<file path="src/rtl/sseg_pkg.sv">
// sseg_pkg: shared constants and types for the seven-segment scan driver.
//   HEX_SEG      - 16-entry nibble -> active-low a..g pattern (bit 0 = a)
//   SEG_OFF      - all cathodes off
//   AN_OFF       - all anodes off
//   digit_idx_t  - digit slot index 0..3
//   disp_word_t  - 24-bit display word {dp, blank, hex}, matching wr_data[23:0]
//   lead_zero()  - true when digit i (i>0) and every more-significant nibble are 0
package sseg_pkg;

  localparam logic [7:0] SEG_OFF = 8'hFF;
  localparam logic [3:0] AN_OFF  = 4'hF;

  localparam logic [6:0] HEX_SEG [16] = '{
    7'h40, 7'h79, 7'h24, 7'h30, 7'h19, 7'h12, 7'h02, 7'h78,
    7'h00, 7'h10, 7'h08, 7'h03, 7'h46, 7'h21, 7'h06, 7'h0E
  };

  typedef logic [1:0] digit_idx_t;

  typedef struct packed {
    logic [3:0]  dp;
    logic [3:0]  blank;
    logic [15:0] hex;
  } disp_word_t;

  function automatic logic lead_zero(input logic [15:0] hex, input digit_idx_t i);
    return (i != 2'd0) && ((hex >> {i, 2'b00}) == 16'd0);
  endfunction

endpackage

</file>
<file path="src/rtl/sseg_scan_driver_if.sv">
// sseg_scan_driver_if: CPU-side write port of the display driver.
//   wr_en   - write strobe, already address-qualified
//   wr_data - {ignored[31:24], dp[23:20], blank[19:16], hex[15:0]}
//   master  - the IOBUS decode side; slave - the scan driver
interface sseg_scan_driver_if;
  logic        wr_en;
  logic [31:0] wr_data;

  modport master (output wr_en, output wr_data);
  modport slave  (input  wr_en, input  wr_data);
endinterface

</file>
<file path="src/rtl/sseg_hex_decode.sv">
// sseg_hex_decode: combinational nibble + decimal point -> active-low cathodes.
//   nibble - hex digit value
//   dp     - 1 = decimal point lit
//   segs   - {dp_n, g..a}, active-low
module sseg_hex_decode
  import sseg_pkg::*;
(
  input  logic [3:0] nibble,
  input  logic       dp,
  output logic [7:0] segs
);

  assign segs = {~dp, HEX_SEG[nibble]};

endmodule

</file>
<file path="src/rtl/sseg_scan_driver.sv">
// sseg_scan_driver: 4-digit time-multiplexed common-anode display driver.
//   clk, rst_n   - clock, asynchronous active-low reset
//   wr           - write port (sseg_scan_driver_if.slave) into the shadow word
//   segs         - cathodes, active-low, [6:0] = a..g, [7] = dp
//   an           - anodes, active-low, an[i] enables digit i
//   frame_done   - one-cycle pulse on the edge where digit3's slot wraps to digit0
// Parameters: DIG_CYCLES cycles per digit slot, BLANK_CYCLES dark lead-in per slot.
// Optional macro SSEG_LZB_EN: leading-zero blanking of digits 3..1.
module sseg_scan_driver
  import sseg_pkg::*;
#(
  parameter int DIG_CYCLES   = 12500,
  parameter int BLANK_CYCLES = 16
) (
  input  logic                     clk,
  input  logic                     rst_n,
  sseg_scan_driver_if.slave        wr,
  output logic [7:0]               segs,
  output logic [3:0]               an,
  output logic                     frame_done
);

  localparam int            CW       = (DIG_CYCLES > 1) ? $clog2(DIG_CYCLES) : 1;
  localparam logic [CW-1:0] CNT_LAST = CW'(DIG_CYCLES - 1);

  logic [CW-1:0] cnt, cnt_nxt;
  digit_idx_t    idx, idx_nxt;
  disp_word_t    shadow, active, active_nxt;
  logic          frame_edge;
  logic          dark;
  logic [7:0]    seg_lit;

  // Upper byte of the write word carries no display state.
  logic unused_hi;
  assign unused_hi = &wr.wr_data[31:24];

  // Outputs are computed from the post-edge counter/word so they change on
  // the same edge as the counter that causes them.
  always_comb begin
    cnt_nxt    = cnt + 1'b1;
    idx_nxt    = idx;
    frame_edge = 1'b0;
    if (cnt == CNT_LAST) begin
      cnt_nxt    = '0;
      idx_nxt    = idx + 2'd1;
      frame_edge = (idx == 2'd3);
    end
    // Swap only at the frame edge so a frame is never shown half-old/half-new.
    active_nxt = frame_edge ? shadow : active;
    dark       = (int'(cnt_nxt) < BLANK_CYCLES) || active_nxt.blank[idx_nxt];
`ifdef SSEG_LZB_EN
    dark       = dark || lead_zero(active_nxt.hex, idx_nxt);
`endif
  end

  sseg_hex_decode u_dec (
    .nibble (active_nxt.hex[{idx_nxt, 2'b00} +: 4]),
    .dp     (active_nxt.dp[idx_nxt]),
    .segs   (seg_lit)
  );

  always_ff @(posedge clk or negedge rst_n) begin
    if (!rst_n) begin
      cnt        <= '0;
      idx        <= '0;
      shadow     <= '0;
      active     <= '0;
      segs       <= SEG_OFF;
      an         <= AN_OFF;
      frame_done <= 1'b0;
    end else begin
      cnt        <= cnt_nxt;
      idx        <= idx_nxt;
      active     <= active_nxt;
      frame_done <= frame_edge;
      if (wr.wr_en) shadow <= wr.wr_data[23:0];
      if (dark) begin
        segs <= SEG_OFF;
        an   <= AN_OFF;
      end else begin
        segs <= seg_lit;
        an   <= ~(4'b0001 << idx_nxt);
      end
    end
  end

endmodule

</file>
<file path="src/flat_wrapper.sv">
// flat-port wrapper written by rule: the top's interface ports become plain ports
module sseg_scan_driver_flat import sseg_pkg::*;
#(
  parameter int DIG_CYCLES   = 12500,
  parameter int BLANK_CYCLES = 16
)
  (clk, rst_n, segs, an, frame_done, wr_wr_en, wr_wr_data);
  sseg_scan_driver_if wr_i ();
  input  logic clk;
  input  logic rst_n;
  output logic [7:0] segs;
  output logic [3:0] an;
  output logic frame_done;
  input wire logic [$bits(wr_i.wr_en)-1:0] wr_wr_en;
  input wire logic [$bits(wr_i.wr_data)-1:0] wr_wr_data;
  assign wr_i.wr_en = wr_wr_en;
  assign wr_i.wr_data = wr_wr_data;
  sseg_scan_driver #(.DIG_CYCLES(DIG_CYCLES), .BLANK_CYCLES(BLANK_CYCLES)) u_core (.clk(clk), .rst_n(rst_n), .wr(wr_i), .segs(segs), .an(an), .frame_done(frame_done));
endmodule
</file>
<file path="config.mk">
export PLATFORM = sky130hd
export DESIGN_NAME = sseg_scan_driver_flat
export DESIGN_NICKNAME = d
export VERILOG_FILES = /design/src/rtl/sseg_pkg.sv /design/src/rtl/sseg_scan_driver_if.sv /design/src/rtl/sseg_hex_decode.sv /design/src/rtl/sseg_scan_driver.sv /design/src/flat_wrapper.sv
export SDC_FILE = /design/constraint.sdc
export NUM_CORES = 1
export LEC_CHECK = 0
export ABC_AREA = 1
export CAP_MARGIN = 15
export CORE_UTILIZATION = 40
export CTS_BUF_LIST = sky130_fd_sc_hd__clkbuf_16
export CTS_CLUSTER_DIAMETER = 200
export DETAILED_ROUTE_END_ITERATION = 12
export PLACE_DENSITY_LB_ADDON = 0.1
export SKIP_LAST_GASP = 1
export SYNTH_ARGS = -nofsm -noshare
export SYNTH_HDL_FRONTEND = slang
export SYNTH_SLANG_ARGS = --single-unit
</file>
<file path="constraint.sdc">
create_clock -name clk -period 3.04 [get_ports clk]
set_input_delay 0.304 -clock clk [delete_from_list [all_inputs] [get_ports clk]]
set_output_delay 0.304 -clock clk [all_outputs]
set_load 0.05 [all_outputs]
</file>
==> results of run 1 <==
## power by group through the flow
| stage | Sequential [mW] | Combinational, mW | Clock, mW |
|---|---|---|---|
| 6_report | 1.06 | 0.0995 | 1.09 |
| 5_1_grt | 1.07 | 0.114 | 1.17 |
| 4_1_cts | 1.06 | 0.104 | 1.12 |
| 3_5_place_dp | 1.08 | 0.103 | 0 |
| 3_3_place_gp | 1.08 | 0.101 | 0 |
| 2_1_floorplan | 1.08 | 0.0374 | 0 |
## cell families after synthesis
group | Yosys count | share of synthesized area [%]
AO/OA/AOI/OAI | 38 | 5.40
XOR/XNOR | 3 | 0.659
adder cells (fa/ha/maj) | 8 | 2.51
buffers and inverters | 82 | 9.19
flip-flops | 77 | 48.7
multiplexers | 7 | 1.98
AND/OR/NAND/NOR | 260 | 31.6
## cell usage in the layout (no fill, tap or decap), types with 3 or more instances in the layout
cell type,count
nand2_1,152
inv_1,65
dfrtp_1,65
clkdlybuf4s50_1,38
nand3_1,36
o21ai_0,23
nor2_1,21
nand2_2,15
nand4_1,12
dfstp_2,12
buf_4,10
clkbuf_16,9
ha_1,8
mux2_2,7
nor2_2,6
o21ai_1,6
nor2_4,5
o21ai_2,5
nand2_4,4
inv_2,3
inv_6,3
## worst max-delay path, delay by kind of cell, from the launching register on
family,cells,cell delay [ps]
AO/OA/AOI/OAI,1,100
adder cells (fa/ha/maj),1,240
buffers and inverters,1,120
flip-flops,1,450
AND/OR/NAND/NOR,12,1690
## per-layer routing
layer / vias up / GRT usage, % / routed length [um]
met5: - / 0 / 0
li1: 1570 / - / -
met4: 0 / 6.48 / 109
met3: 10 / 2.53 / 362
met1: 1433 / 26.6 / 4220
met2: 81 / 26.2 / 3470
## sequential cells by signal (all words and copies together) (netlist names)
register and count:
u_core.shadow 24, u_core.an 4, u_core.active 24, u_core.cnt 14, u_core.frame_done 1, u_core.idx 2
u_core.segs 8
## final cells by class
class	count	area, um2
flip-flops and latches	77	1940
multi-input cells	316	1680
clock buffers	9	225
fillers	1002	4920
well taps	133	166
repair buffers	48	455
inverters	68	255
clock inverters	7	80.1
## worst max path at each step
stage	startpoint	end	slack, ps	cells past startpoint
after floorplan	u_core.cnt[0]$_DFF_PN0_	u_core.segs[0]$_DFF_PN1_	800	17
after global placement	u_core.cnt[9]$_DFF_PN0_	u_core.segs[0]$_DFF_PN1_	350	16
after detailed placement	u_core.cnt[0]$_DFF_PN0_	u_core.segs[3]$_DFF_PN1_	380	16
after CTS	u_core.cnt[0]$_DFF_PN0_	u_core.segs[3]$_DFF_PN1_	360	17
after global routing	u_core.cnt[0]$_DFF_PN0_	u_core.segs[3]$_DFF_PN1_	60	16
final	u_core.cnt[11]$_DFF_PN0_	u_core.segs[0]$_DFF_PN1_	360	15
==> impl_results.md, run 1 <==
* Place WS at 384 ps
* Total number of yosys warnings at 0
* Status: finished clean
* DRC errors left at 0
* Pleak at 2.51 nW
* Comb pwr share at between 4 and 5%
* Register area share after synthesis at about half
* Dpl hpwl at between 5000 and 6000 um
* Gates resized, CTS repair at 0
* Worst R2R Path Depth at 15
* Cts-stage hold buffer count at 0
* Core ar. at 9730 um2
* Clock root buffer: clkbuf_16
* Setup Viol. Count Final at 0
* Share of cells above drive strength 1 at between 10% and 20%
* Relative slew slack at between 30% and 40%
* Kind of critical path: reg2reg
* Area leader, netlist: dfrtp_1
* CTS tree: done
* Mean routed wirelength per cell at around 12 um
* Routed Wire Length at around 8200 um
* DR iter-0 viols at between 100 and 150
* Power share of the clock group at 48.4%
* I/O Pins at 48
* Setup TNS at 0 ps
* Ranking of synthesized cells by area: dfrtp_1, nand2_1, dfstp_2
* Highest clock rate at between 0.3 and 0.4 GHz
* Netlist cell types at 32
* Port bufs at 39
* Worst-path clk slew at around 60 ps
* FFs w/ async S/R, synth at between 90% and 100%
* Syn_area_per_cell at around 8.4 um2
* Num CTS Buffers at 9
* CTS sink count at 77
* Reg-to-reg slack, setup at 360 ps
* Hold_ws at around 140 ps
* Overall Global Routing Usage at between 10% and 20%
* Synth cell count leaders: nand2_1, dfrtp_1, inv_1, nand3_1, o21ai_0
* Area Overhead vs Synth at 20.5%
* Yosys top cell area share at 40.8%
* Syn Nets at approximately 520
* Synth Instances at 475
* Final Power at about 2.3 mW
* Critical Path RT at approximately 3300 ps
* Switching power at between 0.5 and 0.6 mW
* RD Place Congestion at 0.957
* Clk_lat worst skew at 330 ps
* Cells after DPL at between 600 and 700
* Row Count at 36
* Maxcap violations at 0
* Die Wd at just over 100 um
* Mapped Area at around 4000 um2
* WP data arrival at 2940 ps
* Slew @ Worst Pin at between 900 and 1000 ps
* Fin cells at 658
* Vias in the first global route at 2918
* Post-route ant nets at 0
* Seq cells post-synth at 77
* Die H at 102 um
* Diodes inserted at 0
* Seq pwr share at between 40% and 50%
* Crit end category: flop
* Drt pass-1 iters at 4
* Worst reg2reg path endpoint: u_core.segs[0]$_DFF_PN1_
* Final Critical Period at 2680 ps
* Core Util, Final at between 40% and 50%
* Initial antenna violation count at 0
* Unrepaired setup endpoints after global routing: no
* Post-synth EDFFs at 0
* Die area at around 10000 um2
* Critical Path Fanout Max at 26
* Sw frac at ~22%
* First-pass GRT wire length at between 10000 and 15000 um
* Vias at 3094
* Hold Crit Class: in2async
* Period Utilization, post-route at about nine tenths
* Design area at approximately 4800 um2
* PnR worst setup slack at approximately 360 ps
* Hold Vio Cnt, Final at 0
* Internal power at ~1.8 mW
* Largest net degree at the start of global routing at between 70 and 80
* Pins Over Slew Limit at 0
* Setup bufs post-CTS at 0
* Critical path's largest stage delay at 450 ps
* Starting Density at 41.0%
* CP cell instances: nor2_1, nand2_2, nor2_4, nand3_4, nand2_1, o21ai_1, nand2_1, nand2_1, nor2_2, inv_1, ha_1, nand3_1, nand2_1, nand2_1, nand3_1
* Critical path startpoint category: flop
* Max clock buf depth at 2
* Gr ovfl total at 0
* Power Dens Cells at around 470 nW/um2
* Number of nets in the layout at roughly 560
* Clk_skew at between 9 and 10 ps
* DR vias/cell at between 4 and 5
* Most frequent CP cell: nand2_1
* Count leader, synth: nand2_1
* CP max stage cell: dfrtp_1
* Peak supply drop at 232 uV
* H-tree depth at 3
* Area post-placement at 4500 um2
* Reg-to-Reg Start: u_core.cnt[11]$_DFF_PN0_
* Top FF cell, synth: dfrtp_1
No activity file was read; power rests on OpenSTA's default activity.
==> run 2, diff against run 1 <==
- CTS_CLUSTER_DIAMETER: 200 -> 40
==> results of run 2 <==
Final layout, timing and power as in run 1 (identical DEF).
==> run 3, diff against run 2 <==
- SKIP_CTS_REPAIR_TIMING: unset -> 1
==> results of run 3 <==
Final layout, timing and power as in run 1 (identical DEF).
